[src/rtl/mem_stage_pkg.sv]
// Shared definitions for the MEM stage: memory-op encodings, FSM states and
// the per-op access-length / load-extension decode.
package mem_stage_pkg;

  typedef enum logic [3:0] {
    MEM_NONE = 4'd0,
    MEM_LB   = 4'd1,
    MEM_LH   = 4'd2,
    MEM_LW   = 4'd3,
    MEM_LBU  = 4'd4,
    MEM_LHU  = 4'd5,
    MEM_SB   = 4'd6,
    MEM_SH   = 4'd7,
    MEM_SW   = 4'd8
  } mem_op_e;

  typedef enum logic [1:0] {
    ST_IDLE   = 2'd0,
    ST_ACCESS = 2'd1,
    ST_DONE   = 2'd2
  } state_e;

  typedef enum logic {
    EXT_ZERO = 1'b0,
    EXT_SIGN = 1'b1
  } ext_e;

  // Index of the final byte of the access (access length minus one).
  function automatic logic [1:0] op_last(input mem_op_e op);
    case (op)
      MEM_LH, MEM_LHU, MEM_SH: return 2'd1;
      MEM_LW, MEM_SW:          return 2'd3;
      default:                 return 2'd0;
    endcase
  endfunction

  function automatic logic op_is_store(input mem_op_e op);
    case (op)
      MEM_SB, MEM_SH, MEM_SW: return 1'b1;
      default:                return 1'b0;
    endcase
  endfunction

  function automatic ext_e op_ext(input mem_op_e op);
    case (op)
      MEM_LB, MEM_LH: return EXT_SIGN;
      default:        return EXT_ZERO;
    endcase
  endfunction

  function automatic logic [7:0] byte_of(input logic [31:0] word, input logic [1:0] idx);
    return word[{idx, 3'b000} +: 8];
  endfunction

endpackage

[src/rtl/mem_stage_if.sv]
// Byte-wide memory bus between the MEM stage (master) and memory (slave).
interface mem_stage_if;
  logic        mem_req;
  logic        mem_wr;
  logic [31:0] mem_a;
  logic [7:0]  mem_dout;
  logic [7:0]  mem_din;
  logic        mem_ack;

  modport master (
    output mem_req, mem_wr, mem_a, mem_dout,
    input  mem_din, mem_ack
  );

  modport slave (
    input  mem_req, mem_wr, mem_a, mem_dout,
    output mem_din, mem_ack
  );
endinterface

[src/rtl/lsu_extend.sv]
// Load result formatting: picks the loaded width from the op and sign- or
// zero-extends the assembled little-endian buffer to 32 bits.
module lsu_extend
  import mem_stage_pkg::*;
(
  input  logic [31:0] buffer,
  input  mem_op_e     mem_op,
  output logic [31:0] result
);

  logic sign;

  always_comb begin
    result = buffer;
    sign   = (op_ext(mem_op) == EXT_SIGN);
    // Upper buffer bytes may hold stale data from an earlier, wider load.
    unique case (op_last(mem_op))
      2'd0:    result = {{24{sign & buffer[7]}},  buffer[7:0]};
      2'd1:    result = {{16{sign & buffer[15]}}, buffer[15:0]};
      default: result = buffer;
    endcase
  end

endmodule

[src/rtl/mem_stage.sv]
// MEM pipeline stage: passes ALU results through to WB, or runs a byte-serial
// load/store over the memory bus while stalling upstream.
module mem_stage
  import mem_stage_pkg::*;
(
  input  logic        clk,
  input  logic        rst,
  input  logic        rdy,
  input  logic        we_in,
  input  logic [4:0]  waddr_in,
  input  logic [31:0] wdata_in,
  input  mem_op_e     mem_op,
  input  logic [31:0] mem_addr,
  input  logic [31:0] mem_sdata,
  output logic        stall_req,
  mem_stage_if.master bus,
  output logic        we_o,
  output logic [4:0]  waddr_o,
  output logic [31:0] wdata_o
);

  state_e      state;
  state_e      state_next;
  logic [1:0]  cnt;
  logic [31:0] buffer;
  logic [31:0] load_result;
  logic        ack_fire;

  lsu_extend u_extend (
    .buffer (buffer),
    .mem_op (mem_op),
    .result (load_result)
  );

  always_ff @(posedge clk) begin
    if (rst)      state <= ST_IDLE;
    else if (rdy) state <= state_next;
  end

  // NOTE: every output of this block gets a default first so no path leaves
  // one unassigned, which would otherwise infer a latch.
  always_comb begin
    state_next   = state;
    stall_req    = 1'b0;
    ack_fire     = 1'b0;
    bus.mem_req  = 1'b0;
    bus.mem_wr   = 1'b0;
    bus.mem_a    = '0;
    bus.mem_dout = '0;
    unique case (state)
      ST_IDLE: begin
        if (mem_op != MEM_NONE) begin
          stall_req  = 1'b1;
          state_next = ST_ACCESS;
        end
      end
      ST_ACCESS: begin
        stall_req    = 1'b1;
        bus.mem_req  = rdy;
        bus.mem_wr   = rdy & op_is_store(mem_op);
        bus.mem_a    = mem_addr + {30'd0, cnt};
        bus.mem_dout = byte_of(mem_sdata, cnt);
        ack_fire     = rdy & bus.mem_ack;
        if (ack_fire && cnt == op_last(mem_op)) state_next = ST_DONE;
      end
      ST_DONE:  state_next = ST_IDLE;
      default:  state_next = ST_IDLE;
    endcase
  end

  always_ff @(posedge clk) begin
    if (rst) begin
      cnt     <= '0;
      buffer  <= '0;
      we_o    <= 1'b0;
      waddr_o <= '0;
      wdata_o <= '0;
    end else if (rdy) begin
      unique case (state)
        ST_IDLE: begin
          if (mem_op == MEM_NONE) begin
            we_o    <= we_in;
            waddr_o <= waddr_in;
            wdata_o <= wdata_in;
          end else begin
            we_o <= 1'b0;
            cnt  <= '0;
          end
        end
        ST_ACCESS: begin
          if (ack_fire) begin
            if (!op_is_store(mem_op)) buffer[{cnt, 3'b000} +: 8] <= bus.mem_din;
            cnt <= cnt + 2'd1;
          end
        end
        ST_DONE: begin
          cnt <= '0;
          if (op_is_store(mem_op)) begin
            we_o <= 1'b0;
          end else begin
            we_o    <= we_in;
            waddr_o <= waddr_in;
            wdata_o <= load_result;
          end
        end
        default: cnt <= '0;
      endcase
    end
  end

endmodule

[src/flat_wrapper.sv]
// flat-port wrapper written by rule: the top's interface ports become plain ports
module mem_stage_flat import mem_stage_pkg::*;
  (clk, rst, rdy, we_in, waddr_in, wdata_in, mem_op, mem_addr, mem_sdata, stall_req, we_o, waddr_o, wdata_o, bus_mem_req, bus_mem_wr, bus_mem_a, bus_mem_dout, bus_mem_din, bus_mem_ack);
  mem_stage_if bus_i ();
  input  logic clk;
  input  logic rst;
  input  logic rdy;
  input  logic we_in;
  input  logic [4:0] waddr_in;
  input  logic [31:0] wdata_in;
  input  mem_op_e mem_op;
  input  logic [31:0] mem_addr;
  input  logic [31:0] mem_sdata;
  output logic stall_req;
  output logic we_o;
  output logic [4:0] waddr_o;
  output logic [31:0] wdata_o;
  output wire logic [$bits(bus_i.mem_req)-1:0] bus_mem_req;
  output wire logic [$bits(bus_i.mem_wr)-1:0] bus_mem_wr;
  output wire logic [$bits(bus_i.mem_a)-1:0] bus_mem_a;
  output wire logic [$bits(bus_i.mem_dout)-1:0] bus_mem_dout;
  input wire logic [$bits(bus_i.mem_din)-1:0] bus_mem_din;
  input wire logic [$bits(bus_i.mem_ack)-1:0] bus_mem_ack;
  assign bus_mem_req = bus_i.mem_req;
  assign bus_mem_wr = bus_i.mem_wr;
  assign bus_mem_a = bus_i.mem_a;
  assign bus_mem_dout = bus_i.mem_dout;
  assign bus_i.mem_din = bus_mem_din;
  assign bus_i.mem_ack = bus_mem_ack;
  mem_stage u_core (.clk(clk), .rst(rst), .rdy(rdy), .we_in(we_in), .waddr_in(waddr_in), .wdata_in(wdata_in), .mem_op(mem_op), .mem_addr(mem_addr), .mem_sdata(mem_sdata), .stall_req(stall_req), .bus(bus_i), .we_o(we_o), .waddr_o(waddr_o), .wdata_o(wdata_o));
endmodule
[config.mk]
export PLATFORM = sky130hd
export DESIGN_NAME = mem_stage_flat
export DESIGN_NICKNAME = d
export VERILOG_FILES = /design/src/rtl/mem_stage_pkg.sv /design/src/rtl/mem_stage_if.sv /design/src/rtl/lsu_extend.sv /design/src/rtl/mem_stage.sv /design/src/flat_wrapper.sv
export SDC_FILE = /design/constraint.sdc
export NUM_CORES = 1
export LEC_CHECK = 0
export CAP_MARGIN = 20
export CORE_AREA = 2 2 107 109
export CTS_BUF_LIST = sky130_fd_sc_hd__clkbuf_2
export CTS_CLUSTER_SIZE = 40
export DETAILED_ROUTE_END_ITERATION = 12
export DIE_AREA = 0 0 109 111
export PLACE_DENSITY = 0.89
export SLEW_MARGIN = 20
export SYNTH_ARGS = -nofsm -noshare
export SYNTH_HDL_FRONTEND = slang
export SYNTH_SLANG_ARGS = --single-unit
[constraint.sdc]
create_clock -name clk -period 2.8 [get_ports clk]
set_input_delay 0.42 -clock clk [delete_from_list [all_inputs] [get_ports clk]]
set_output_delay 0.42 -clock clk [all_outputs]
set_load 0.05 [all_outputs]
; ---- After elaboration in Yosys (flattened, before gate mapping)
; Cells that the tools add are included.
[totals]
reg_bits = 74
[classes]
eq_ne = 17
reduce_logical = 15
bitwise_logic = 5
shifts = 3
mux = 36
addsub = 3
[ops]
columns = cell, n
row1 = 32-bit one-hot mux with 2 select lines, 2
row2 = 32-bit 2-to-1 mux, 3
row3 = 32-bit by 2-bit adder with 32-bit output, 1
row4 = 32-bit bitwise mux, 1
row5 = 8-bit by 7-bit variable shift with 32-bit output (first input constant), 1
row6 = 32-bit by 6-bit variable part select with 8-bit output, 1
row7 = 8-bit by 7-bit variable part select with 32-bit output, 1
row8 = 1-bit 2-to-1 mux, 16
row9 = 4-bit by 3-bit equality test with 1-bit output (second input constant), 3
row10 = 2-bit one-hot mux with 2 select lines, 3
row11 = 2-bit 2-to-1 mux, 5
row12 = 5-bit 2-to-1 mux, 2
row13 = 5-bit one-hot mux with 2 select lines, 1
row14 = 4-bit by 2-bit equality test with 1-bit output (second input constant), 2
row15 = 8-bit 2-to-1 mux, 1
row16 = 2-bit by 1-bit != test with 1-bit output (second input constant), 4
row17 = 4-bit AND reduction, 2
row18 = 5-bit negation with 7-bit output, 1
row19 = 3-bit AND reduction, 2
row20 = 3-bit OR reduction, 2
row21 = 1-bit bitwise AND, 4
row22 = 2-bit by 1-bit equality test with 1-bit output (second input constant), 2
row23 = 4-bit by 1-bit equality test with 1-bit output (second input constant), 1
row24 = 4-bit equality test (second input constant), 1
row25 = 13 further kinds, 17

; ---- Depth between registers and ports, before layout
[depth]
ltp_word = 9
depth_mapped = 8
mapped_depth_nobuf = 6

; ---- By module
; Synthesis repeated with hierarchy kept, for this count alone.
[unflattened]
hier_cells = 618
area_unflattened_um2 = 5158.7
[modules_own_cells]
columns = module, cells_each, n_inst, area_per_inst_um2, seq_area_each_um2
row1 = mem_stage, 573, 1, 4804.6, 1481.4
row2 = lsu_extend, 45, 1, 354.1, 0.0

; ---- Least setup slack after synthesis
; OpenSTA, ideal clock, no wires.
[synth_timing]
path_kind = input to output
start = in mem_addr[1]
end = out bus_mem_a[31]
slack_ns = -0.498
stages = 5
t_required_ns = 2.380
arrival_time_ns = 2.878
n_path_buf = 1
path_cell_list = ha_1 > a21o_1 > nand4_1 > clkbuf_1 > o41ai_1
[synth_via]
elab_chain_len = 2
[synth_lines]
columns = item, line
row1 = "start, declared", flat_wrapper.sv:12  ; input logic [31:0] mem_addr;
row2 = 32-bit by 2-bit adder with 32-bit output, mem_stage.sv:61  ; bus.mem_a = mem_addr + {30'd0, cnt};
row3 = 32-bit 2-to-1 mux, mem_stage.sv:50  ; unique case (state)
row4 = "end, declared", flat_wrapper.sv:20  ; output wire logic [$bits(bus_i.mem_a)-1:0] bus_mem_a;
; No other way between the ends.

; ---- Worst setup path after layout
[layout_timing]
start = reg u_core.cnt[0]
end = out bus_mem_a[28]
[layout_via]
elab_chain_len = 2
[layout_lines]
columns = item, line
row1 = "start, declared", mem_stage.sv:24  ; logic [1:0] cnt;
row2 = "start signal, assigned", mem_stage.sv:93  ; cnt <= cnt + 2'd1;
row3 = 32-bit by 2-bit adder with 32-bit output, mem_stage.sv:61
row4 = 32-bit 2-to-1 mux, mem_stage.sv:50
; No other way between the ends.

==> reports/metrics.cfg <==
[outcome]
status=finished, violations left
violations=negative setup slack

[grt]
antenna_found_initial=0
overflow=0
gr-usage-all-layers_pct=28.4
grt_pass1_wl_um=27900
grt_pass1_vias=5750
grt_max_degree=53

[sta]
finalSetupViolCount=13
fin_crit_ns=2.92
fin_ws_ns=-0.123
clock_skew_ns=0.0200
max_slew.worst_pin.slew_ns=0.927
period_share_pct=104
fmax_mhz=342
slew_headroom_pct=38.2
setup_tns_ns=-0.822
grt_setup_unrepaired=yes
slew_viol_final=0
hold_violations=0

[synth]
syn_inst=590
ys.flop_type=dfxtp_1
synth.distinct_cells=53
syn_area_per_cell_sq_um=8.00
syn-num-nets=716
synth.largest_area_cell=dfxtp_1
netlist.area_leader.share_pct=31.4
ys_top_cells_by_area=dfxtp_1, a21oi_1, nand2_1, o31ai_1, o311ai_0
yosysWarnings=0
synth_async_sr_flop_share_pct=0
ys_ff_latch=74
syn_area_sq_um=4720
synth_edf_count=0
synth-seq-area-share_pct=31.4

[worst_setup_path]
r2r-end=u_core.wdata_o[20]
crit_path_start=u_core.cnt[0]
endpoint_kind=output pin
worstSetupEndpoint=bus_mem_a[28]
cp_max_fo=5
cp.arrival_ns=2.50
cp_data_required_time_ns=2.38
reg2reg_slack_ns=0.73
reg2reg_from=u_core.state[1]
startpoint_type=flip-flop
crit_type=reg -> out
reg2reg_depth=4

[floorplanning]
initial_utilization_pct=42.6
ios=199
fp-row-count=39
die_area_sq_um=12100
dieHeight_um=111
fp.coreArea_sq_um=11100
die_x_um=109

[routing]
drt_wl_total_um=18400
num_vias=5835
met2WireLength_um=9090
route.detailed.drc=0
first_pass_iters=7
drt-initial-drc-count=513
m1WireLength_um=6800
antenna_left=0
wl_met3_um=2020
routedWlPerCell_um=19.4
vias_per_cell=6.14
dr.max_layer_used=met4

[clocking]
clock_latency_ns=0.52
cts_tree=yes
cts_buffers=9
hold_buffers=0
clockRootBuffer=clkbuf_2
cts.reportedPaths.clkPinSlew_ns=0.21
cts_max_level=3
clockBufferDepth=2
cts_num_sinks=74

[flow_run]
maxCapViolations=0

[final_layout]
regArea_sq_um=1490
area_delta_synth_final_pct=68.5
fin_area_sq_um=7950
drive_gt1_share_pct=21.9
multi_input_area_sq_um=3280
diodes=0
nets=929
nFillCells=803
final_cells=951

[power_and_ir_drop]
power.density_nw_per_um2=388
p_leak_uw=0.00279
ir_drop_mv=0.334

[hold_path]
hold_path_class=in -> reg

[placed_design]
gp_congestion=0.967
io_buffers=198
placedCellCount=930
hpwl_um=13000
dpl-instance-area_sq_um=7480

==> per-layer routing <==
layer	vias to the layer above	global-route usage (%)
li1	2695	-
met1	2722	32.6
met2	363	48.4
met3	55	9.64
met4	0	10.0
met5	-	0
==> cells by family (layout without fill, tap and decap cells) <==
logic type | after synthesis | count (layout) | share of synthesized area, %
simple gates | 222 | 222 | 25.2
mux | 12 | 12 | 4.69
flops | 74 | 74 | 31.4
xor+xnor | 12 | 12 | 2.23
fa+ha+maj | 8 | 8 | 2.28
compound gates | 200 | 200 | 28.5
buf+inv | 62 | 280 | 5.78
==> area by class of cell <==
| cell class | count | area share (%) |
|---|---|---|
| repair buffers | 259 | 36.1 |
| well taps | 143 | 2.25 |
| multi-input cells | 454 | 41.3 |
| flip-flops and latches | 74 | 18.7 |
| clock buffers | 9 | 0.567 |
| clock inverters | 7 | 0.850 |
| inverters | 5 | 0.236 |
==> worst min-delay path by stage <==
stage / startpoint / to / slack, ns / cells after the start
4_1_cts: waddr_in[1] / u_core.waddr_o[1] / 0.43 / 3
6_report: waddr_in[1] / u_core.waddr_o[1] / 0.43 / 3
2_1_floorplan: u_core.buffer[0] / u_core.buffer[0] / 0.43 / 2
3_3_place_gp: u_core.buffer[2] / u_core.buffer[2] / 0.44 / 2
5_1_grt: waddr_in[1] / u_core.waddr_o[1] / 0.39 / 3
3_5_place_dp: u_core.buffer[6] / u_core.buffer[6] / 0.45 / 2
==> synth_stat cells, drive strengths merged (2+ instances only) <==
master	count
nand3	41
a31oi	10
o21a	2
clkbuf	45
dfxtp	74
nor2b	4
nor3b	4
and4	8
a41o	3
buf	12
xnor2	3
nand3b	4
mux2i	3
o31ai	33
or3	6
nand4	23
a211oi	17
xor2	9
ha	7
nand2	68
mux4	8
o21ai	30
inv	5
o41ai	6
and3	6
and2	13
nor2	20
a21oi	57
o311ai	28
nand2b	10
or4	5
nor3	4
a311oi	8
==> sequential cells by signal, indices dropped and copies added, names as in the netlist <==
signal,cells
u_core.we_o,1
u_core.state,2
u_core.wdata_o,32
u_core.cnt,2
u_core.waddr_o,5
u_core.buffer,32
==> where the power goes <==
group | total, uW | switching [uW] | internal, uW
logic | 1390 | 762 | 631
clock network | 593 | 390 | 202
registers | 1100 | 20.4 | 1080
==> cells in the final DEF, fill, tap and decap left out, drive strengths merged, types with 10 or more instances in the layout <==
master         count
a211oi            17
a21oi             57
a31oi             10
and2              13
buf              103
clkdlybuf4s50    153
dfxtp             74
nand2             68
nand2b            10
nand3             41
nand4             23
nor2              20
o21ai             30
o311ai            28
o31ai             33
==> through the flow <==
step | worst slack [ns] | hold slack [ns] | total power [uW] | utilization (%)
floorplan | -0.477 | 0.432 | 1760 | -
global placement | -0.104 | 0.441 | 2410 | 67.5
detailed placement | -0.189 | 0.450 | 2440 | 67.5
CTS | -0.0523 | 0.429 | 3030 | 69.7
global route | -0.237 | 0.392 | 3200 | 71.8
finish | -0.123 | 0.430 | 3080 | 71.8
==> critical path, stage by stage, from the launching register on <==
cell and delay, ns:
dfxtp_2 0.38, ha_4 0.16, fa_2 0.35, and2_4 0.16, buf_4 0.13, and3_4 0.20, nand4_1 0.13, mux2i_2 0.29
buf_12 0.17
==> repair_timing <==
| action | 4_1_cts | 5_1_grt |
|---|---|---|
| endpoints found under the setup margin | 21 | 23 |
| setup buffers | 4 | 2 |
| pin swaps | 10 | 13 |
| gates cloned | 0 | 1 |
| gates resized for setup | 29 | 35 |
Power figures use the tool's default switching activity.
